<file path="src/rtl/mst_data_gen.sv">
// mst_data_gen: streaming 16-bit incrementing test-pattern source for the
// channel-0 write path. The sequence lines up with the receive-side data
// checker, so an abandoned word is presented again and no gap appears.
// Bursts are fixed-length or continuous. The block can abort a burst and
// can corrupt one word on request so the checker's own error path can be
// exercised.
module mst_data_gen #(
  parameter int CNT_W = 16
) (
  input  logic             clk,
  input  logic             rst_n,
  input  logic             start_i,
  input  logic             stop_i,
  input  logic [CNT_W-1:0] burst_len_i,
  input  logic             seq_clr_i,
  input  logic             erinj_i,
  input  logic             tx_rdy_i,
  output logic             ch0_vld_o,
  output logic [15:0]      wdata_o,
  output logic             busy_o,
  output logic             done_o,
  output logic [CNT_W-1:0] word_cnt_o
);

  typedef enum logic [1:0] {
    IDLE = 2'd0,
    RUN  = 2'd1,
    DONE = 2'd2
  } state_e;

  state_e           state_q;
  logic             ch0Vld_q;
  logic             busy_q;
  logic             done_q;

  logic [15:0]      pat_q, pat_d;
  logic [CNT_W-1:0] wordCnt_q, wordCnt_d;
  logic [CNT_W-1:0] burstLen_q, burstLen_d;
  logic [CNT_W-1:0] wordCntInc;
  logic             injPend_q, injPend_d;
  logic             injAct_q, injAct_d;

  logic             accept;
  logic             xfer;
  logic             lastWord;
  logic             finish;
  logic             loadWord;

  // Burst control events. A word is loaded onto the bus on RUN entry or
  // after a transfer that does not end the burst.
  always_comb begin
    accept     = (state_q == IDLE) && start_i;
    xfer       = (state_q == RUN) && tx_rdy_i;
    wordCntInc = wordCnt_q + CNT_W'(1);
    lastWord   = xfer && (burstLen_q != '0) && (wordCntInc == burstLen_q);
    finish     = (state_q == RUN) && (stop_i || lastWord);
    loadWord   = accept || (xfer && !finish);
  end

  // The pattern advances only on a transfer. It can be cleared only while
  // IDLE, so a stalled word that is abandoned is presented again next burst.
  always_comb begin
    pat_d = pat_q;
    if ((state_q == IDLE) && seq_clr_i) begin
      pat_d = 16'h0000;
    end
    if (xfer) begin
      pat_d = pat_q + 16'h0001;
    end
  end

  // The word counter restarts on an accepted start and counts only completed
  // transfers. It holds after the burst so the last count stays visible.
  always_comb begin
    wordCnt_d  = wordCnt_q;
    burstLen_d = burstLen_q;
    if (accept) begin
      wordCnt_d  = '0;
      burstLen_d = burst_len_i;
    end else if (xfer) begin
      wordCnt_d = wordCntInc;
    end
  end

  // Pending injection is consumed only when a fresh word is loaded. Because
  // of this, a stalled word never changes. An erinj in the same cycle stays
  // pending for a later word.
  always_comb begin
    injAct_d  = injAct_q;
    injPend_d = injPend_q | erinj_i;
    if (xfer || finish) begin
      injAct_d = 1'b0;
    end
    if (loadWord && injPend_q) begin
      injAct_d  = 1'b1;
      injPend_d = erinj_i;
    end
  end

  // Burst FSM with registered handshake and status outputs.
  always_ff @(posedge clk or negedge rst_n) begin
    if (!rst_n) begin
      state_q  <= IDLE;
      ch0Vld_q <= 1'b0;
      busy_q   <= 1'b0;
      done_q   <= 1'b0;
    end else begin
      case (state_q)
        IDLE: begin
          if (start_i) begin
            state_q  <= RUN;
            ch0Vld_q <= 1'b1;
            busy_q   <= 1'b1;
          end
        end
        RUN: begin
          if (finish) begin
            state_q  <= DONE;
            ch0Vld_q <= 1'b0;
            done_q   <= 1'b1;
          end
        end
        DONE: begin
          state_q <= IDLE;
          done_q  <= 1'b0;
          busy_q  <= 1'b0;
        end
        default: begin
          state_q  <= IDLE;
          ch0Vld_q <= 1'b0;
          busy_q   <= 1'b0;
          done_q   <= 1'b0;
        end
      endcase
    end
  end

  // Datapath registers: pattern, counters, latched length, injection flags.
  always_ff @(posedge clk or negedge rst_n) begin
    if (!rst_n) begin
      pat_q      <= 16'h0000;
      wordCnt_q  <= '0;
      burstLen_q <= '0;
      injPend_q  <= 1'b0;
      injAct_q   <= 1'b0;
    end else begin
      pat_q      <= pat_d;
      wordCnt_q  <= wordCnt_d;
      burstLen_q <= burstLen_d;
      injPend_q  <= injPend_d;
      injAct_q   <= injAct_d;
    end
  end

  assign ch0_vld_o  = ch0Vld_q;
  assign busy_o     = busy_q;
  assign done_o     = done_q;
  assign word_cnt_o = wordCnt_q;
  assign wdata_o    = pat_q ^ {15'b0, injAct_q};

endmodule

</file>
<file path="config.mk">
export PLATFORM = sky130hd
export DESIGN_NAME = mst_data_gen
export DESIGN_NICKNAME = d
export VERILOG_FILES = /design/src/rtl/mst_data_gen.sv
export SDC_FILE = /design/constraint.sdc
export NUM_CORES = 1
export LEC_CHECK = 0
export ABC_AREA = 0
export ABC_CLOCK_PERIOD_IN_PS = 2750
export BUFFER_PORTS_ARGS = -buffer_cell sky130_fd_sc_hd__buf_4
export CAP_MARGIN = 30
export CORE_ASPECT_RATIO = 0.8
export CORE_MARGIN = 3
export CORE_UTILIZATION = 45
export DETAILED_ROUTE_END_ITERATION = 10
export PLACE_DENSITY = 0.78
export SLEW_MARGIN = 20
export SYNTH_ARGS = -nofsm -noshare
export SYNTH_HDL_FRONTEND = slang
export SYNTH_SLANG_ARGS = --single-unit
</file>
<file path="constraint.sdc">
create_clock -name clk -period 2.75 [get_ports clk]
set_clock_uncertainty 0.05 [all_clocks]
set_input_delay 0.275 -clock clk [delete_from_list [all_inputs] [get_ports clk]]
set_output_delay 0.275 -clock clk [all_outputs]
set_load 0.02 [all_outputs]
</file>
==> results.md, run 1 <==
* Die Area at 8130 um2
* Synthesized Nets at between 300 and 400
* Most common cell after layout, fill and taps aside: nand2_1
* Average cell area after synthesis at 8.73 um2
* Netlist cell types at 50
* Core area at 6640 um2
* Clk buf depth at 2
* Commonest cells after routing, fill and taps aside: nand2_1, buf_4, dfrtp_1
* Gpl congestion at 0.819
* Vias in the first global route at 2542
* Worst Path Buf+Inv at 0
* Placed Instances at 480
* Initial DRT Pass Iterations at 4
* DP Worst Slack at between 200 and 250 ps
* LEAKAGE at roughly 1.7 nW
* Worst slew margin at 0.544
* WHS at 105 ps
* Number of buffers created by CTS at 5
* Critical path peak fanout at 9
* Hold Path Class: in2reg
* CTS tree: built
* Final worst-path setup slack at 243 ps
* Via total after detailed routing at 2748
* Worst-path cell chain: ha_2 > and3_1 > nand4_1 > a211o_1 > a211oi_2 > a31oi_2 > a31o_1
* Num ports at 58
* Post-route DRC at 0
* Period Utilization, post-route at 0.912
* Final Critical Period at about 2500 ps
* Initial Utilization at 0.480
* Total wire length at 7470 um
* Register area share after synthesis at 0.432
* Worst path arrival time at 2660 ps
* Share of flip-flops with an asynchronous set or reset at 1.00
* PwrDens at 718 nW/um2
* #FFs+latches synth at 55
* Peak VDD IR at 396 uV
* Largest net degree at the start of global routing at 56
* Die width at 100 um
* Max-slew violations at 0
* RSZ-0062 raised after global routing: no
* Clk sink count at 55
* Max Cap Viol at 0
* Status: complete, no violations
* Mean routed wirelength per cell at approximately 15 um
* Initial drt markers at 237
* Setup bufs post-CTS at 0
* Antenna cells at 0
* Fillers at between 600 and 700
* Later-pin clock latency in the skew report at 300 ps
* Dpl hpwl at 5420 um
* I/O Buffers at 57
* Synthesized instance count at between 300 and 400
* Required time worst endpoint at 2900 ps
* Fmax at 0.399 GHz
* Root Buffer: clkbuf_8
* Warnings, synthesis at 0
* Total power at 0.00266 W
* # setup viols final at 0
* CP Class: reg2reg
* Crit end category: register
* Die Ht at 81.3 um
* R2R Setup Slk at 240 ps
* Main flop type after synthesis: dfrtp_1
* Post-synth EDFFs at 0
* Initial antenna violation count at 0
* All-Layer GR Usage at 0.194
* Post-Layout Cell Count at 489
* Crit-path leading delay family: compound AO/OA/AOI/OAI gates
* Post-layout nets at 429
* Critical path's slowest cell: dfrtp_1
* Grt ovf at 0
* Share of cells above drive strength 1 at 0.198
* Via/cell ratio at 5.62
* Max incr delay on CP at about 500 ps
* Syn-to-layout area delta at 16.5%
* CTS H-tree lvls at 2
* Worst slew pin tran at 684 ps
* First-pass GRT wire length at 12600 um
* Final Hold Fails at 0
* Worst setup SP type: register
* Routed Antenna Nets at 0
* Site Rows at 26
* Final setup TNS at 0 ps
* Reg clk slew, reported paths at roughly 100 ps
* Post-synthesis cell area at 3190 um2
==> state kept, by name, summed over array words and instances (netlist names) <==
signal	cells
burstLen_q	16
busy_o	1
ch0_vld_o	1
done_o	1
injAct_q	1
injPend_q	1
pat_q	16
state_q	2
word_cnt_o	16
==> per-stage QoR <==
step	instance area (um2)	utilization
finish	3710	0.559
CTS	3710	0.558
global route	3710	0.559
global placement	3560	0.537
floorplan	3190	-
detailed placement	3560	0.537
==> worst min-delay path, delay by kind of cell <==
| family | cells | cell delay (ps) |
|---|---|---|
| buffers and inverters | 1 | 80 |
| and+or+nand+nor | 2 | 80 |
==> layout make-up <==
type,count,area (um2),share of cell area
multi-input cells,271,1590,0.428
flip-flops and latches,55,1380,0.371
repair buffers,63,475,0.128
well taps,84,105,0.0283
clock buffers,6,72.6,0.0196
clock inverters,2,60.1,0.0162
inverters,8,30.0,0.00809
==> worst paths after layout <==
| kind | depth (start not counted) | to | start |
|---|---|---|---|
| worst min-delay path | 3 | burstLen_q[6] | burst_len_i[6] |
| max in group asynchronous | 2 | word_cnt_o[0] | rst_n |
| worst max-delay path | 7 | ch0_vld_o | word_cnt_o[1] |
| min in group asynchronous | 2 | pat_q[0] | rst_n |
| worst min register to register | 1 | done_o | state_q[1] |
| worst max register to register | 7 | ch0_vld_o | word_cnt_o[1] |
==> power breakdown <==
group | total, W | internal [W] | switching, W | leakage, nW
registers | 0.00119 | 0.000970 | 0.000219 | 0.721
logic | 0.000854 | 0.000373 | 0.000480 | 0.925
clock network | 0.000620 | 0.000364 | 0.000256 | 0.0654
total | 0.00266 | 0.00171 | 0.000956 | 1.71
==> per-layer routing <==
layer | wire (um) | vias to the layer above | track usage
met5 | 0 | - | 0
met4 | 38 | 0 | 0.0377
met3 | 594 | 4 | 0.0395
met2 | 3530 | 98 | 0.316
met1 | 3320 | 1298 | 0.272
li1 | - | 1348 | -
==> cell families (layout without fill, tap and decap cells) <==
| logic type | count (synthesis) | after routing | share of synthesized area |
|---|---|---|---|
| flip-flops | 55 | 55 | 0.432 |
| buffers and inverters | 39 | 79 | 0.0699 |
| multiplexers | 3 | 3 | 0.00943 |
| XOR/XNOR | 19 | 19 | 0.0522 |
| AO/OA/AOI/OAI | 78 | 78 | 0.166 |
| AND/OR/NAND/NOR | 169 | 169 | 0.262 |
| adder cells (fa/ha/maj) | 2 | 2 | 0.00785 |
==> cell usage after synthesis, drive strengths merged, types with 4 or more instances <==
master / n / area share
nor2: 27 / 0.032
inv: 8 / 0.0094
o22ai: 4 / 0.0079
o21ai: 31 / 0.049
buf: 22 / 0.050
clkbuf: 9 / 0.011
xnor2: 13 / 0.036
xor2: 6 / 0.016
o41ai: 5 / 0.014
nor3: 5 / 0.0079
dfrtp: 55 / 0.43
a21oi: 13 / 0.020
nand3: 14 / 0.022
and3: 10 / 0.020
nand2: 78 / 0.092
o31ai: 5 / 0.012
nor4: 6 / 0.018
nand4: 13 / 0.035
==> repair_timing <==
| item | CTS | global route |
|---|---|---|
| endpoints found under the hold margin | 55 | 0 |
| resized for setup | 0 | 2 |
| hold buffers | 1 | 0 |
| setup endpoints to repair | 0 | 4 |
No activity file was read; power rests on OpenSTA's default activity.
==> run 2, diff against run 1 <==
REMOVE_ABC_BUFFERS = 1   (was default)
==> results.md, run 2 (synthesis results as in run 1) <==
* Status: complete, no violations
* Worst R2R Path Depth at 7 (unchanged)
* Die width at 100 um (unchanged)
* Initial antenna violation count at 0 (unchanged)
* Crit end category: register
* Initial Utilization at 0.480 (unchanged)
* Fillers at 608 (-1.5%)
* Routed Antenna Nets at 0 (unchanged)
* Fmax at 0.390 GHz (-2.3%)
* Total wire length at 7390 um (-1.2%)
* Period Utilization, post-route at 0.933 (+0.0213)
* PwrDens at 674 nW/um2 (-6.1%)
* All-Layer GR Usage at 0.192 (-0.00175)
* First-pass GRT wire length at 12700 um (+0.17%)
* Core area at 6640 um2 (unchanged)
* Share of cells above drive strength 1 at 0.198 (+0.000489)
* Reg clk slew, reported paths at 90 ps (about the same)
* LEAKAGE at 1.69 nW (-1.4%)
* Root Buffer: clkbuf_8
* Final setup TNS at 0 ps (unchanged)
* Die Area at 8130 um2 (unchanged)
* CP Class: reg2reg
* Site Rows at 26 (unchanged)
* Post-route DRC at 0 (unchanged)
* Final Critical Period at 2570 ps (+58.7 ps)
* Worst slew pin tran at 682 ps (-2.43 ps)
* Max Cap Viol at 0 (unchanged)
* CTS tree: built
* Worst hold stages at 3 (unchanged)
* Die Ht at 81.3 um (unchanged)
* Antenna cells at 0 (unchanged)
* Crit Reg-Reg Endpoint: state_q[0]
* Post-DP Area at 3570 um2 (+0.21%)
* Worst setup SP type: register
* Setup bufs post-CTS at 0 (unchanged)
* I/O Buffers at 57 (unchanged)
* Via total after detailed routing at 2735 (-0.47%)
* Worst path arrival time at 2710 ps (+50 ps)
* Critical path peak fanout at 9 (unchanged)
* Later-pin clock latency in the skew report at 310 ps (about the same)
* Via/cell ratio at 5.60 (-0.27%)
* Fin area at 3660 um2 (-1.3%)
* Clk buf depth at 2 (unchanged)
* Peak VDD IR at 474 uV (+20%)
* Max-slew violations at 0 (unchanged)
* Worst R2R Start: word_cnt_o[1]
* Vias in the first global route at 2630 (+3.5%)
* Gpl congestion at 0.916 (+12%)
* Dpl hpwl at 5490 um (+1.2%)
* Worst slew margin at 0.545 (+0.00162)
* Commonest cells after routing, fill and taps aside: nand2_1, buf_4, dfrtp_1
* RSZ-0062 raised after global routing: no
* Grt ovf at 0 (unchanged)
* Final Hold Fails at 0 (unchanged)
* CTS H-tree lvls at 2 (unchanged)
* Num ports at 58 (unchanged)
* Initial DRT Pass Iterations at 4 (unchanged)
* Hold Path Class: in2reg
* Clk sink count at 55 (unchanged)
* Number of buffers created by CTS at 5 (unchanged)
* Largest net degree at the start of global routing at 56 (unchanged)
* # setup viols final at 0 (unchanged)
* Required time worst endpoint at 2890 ps (about the same)
* Post-layout util at 0.552 (-0.00735)
* Hold endpoint: burstLen_q[2]
* Syn-to-layout area delta at 14.9%
* Most common cell after layout, fill and taps aside: nand2_1
* Post-layout nets at 430 (+0.23%)
* Mean routed wirelength per cell at 15.1 um (-0.97%)
* R2R Setup Slk at 180 ps (-60 ps)
* Hold path start: burst_len_i[2]
* Initial drt markers at 201 (-15%)
==> run 2: cell types whose count changed in the layout (fill, tap and decap cells not counted) <==
| cell | delta |
|---|---|
| bufinv_16 | -2 |
| buf_4 | +1 |
| clkbuf_1 | -1 |
| clkinvlp_4 | +1 |
==> run 2: worst max path at each step <==
| stage | slack, ps | depth (start not counted) | end | from |
|---|---|---|---|---|
| after floorplan | 340 | 7 | ch0_vld_o | word_cnt_o[0] |
| after global placement | 260 | 7 | ch0_vld_o | word_cnt_o[0] |
| after detailed placement | 140 | 7 | state_q[0] | word_cnt_o[0] |
| after CTS | 130 | 7 | state_q[0] | word_cnt_o[0] |
| after global routing | 40 | 7 | state_q[0] | word_cnt_o[1] |
| final | 180 | 7 | state_q[0] | word_cnt_o[1] |
==> run 2: final cells by class <==
cell class | instances | area (um2) | share of cell area
clock buffer | 5 | 68.8 | 0.0188
clock inverter | 1 | 7.51 | 0.00205
inverter | 8 | 30.0 | 0.00820
multi-input combinational | 271 | 1590 | 0.434
sequential | 55 | 1380 | 0.376
tap | 84 | 105 | 0.0287
timing repair buffer | 64 | 483 | 0.132
==> run 2: timing repair <==
| item | CTS | global route |
|---|---|---|
| gates resized for setup | 0 | 2 |
| endpoints found under the setup margin | 0 | 4 |
| hold buffers | 1 | 0 |
| endpoints found under the hold margin | 55 | 0 |
==> run 2: power by group <==
group          internal [W]  leakage (nW)  switching (W)  total [W]
logic              0.000379         0.930       0.000480   0.000859
clock network      0.000170        0.0361       0.000249   0.000418
registers          0.000970         0.721       0.000219    0.00119
==> run 2: layer usage <==
metal / vias up / share of wire / global-route usage / wire (um)
li1: 1347 / - / - / -
met1: 1294 / 0.48 / 0.283 / 3510
met2: 86 / 0.44 / 0.295 / 3240
met3: 8 / 0.073 / 0.0318 / 538
met4: 0 / 0.013 / 0.0525 / 95
met5: - / 0 / 0 / 0
==> run 2: stage by stage <==
step	hold slack (ps)	power, W	instances	setup WS [ps]
floorplan	-70.6	0.00172	334	337
global placement	309	0.00202	481	258
detailed placement	313	0.00206	481	145
CTS	98.6	0.00248	488	128
global route	103	0.00264	488	39.5
finish	103	0.00247	488	184
==> run 2: worst max-delay path: stages, from the launching register on <==
cell	delay, ps
dfrtp_1	500
ha_2	290
and3_1	270
nand3_1	160
or3_1	420
a311oi_2	260
a31oi_2	230
a31o_1	270
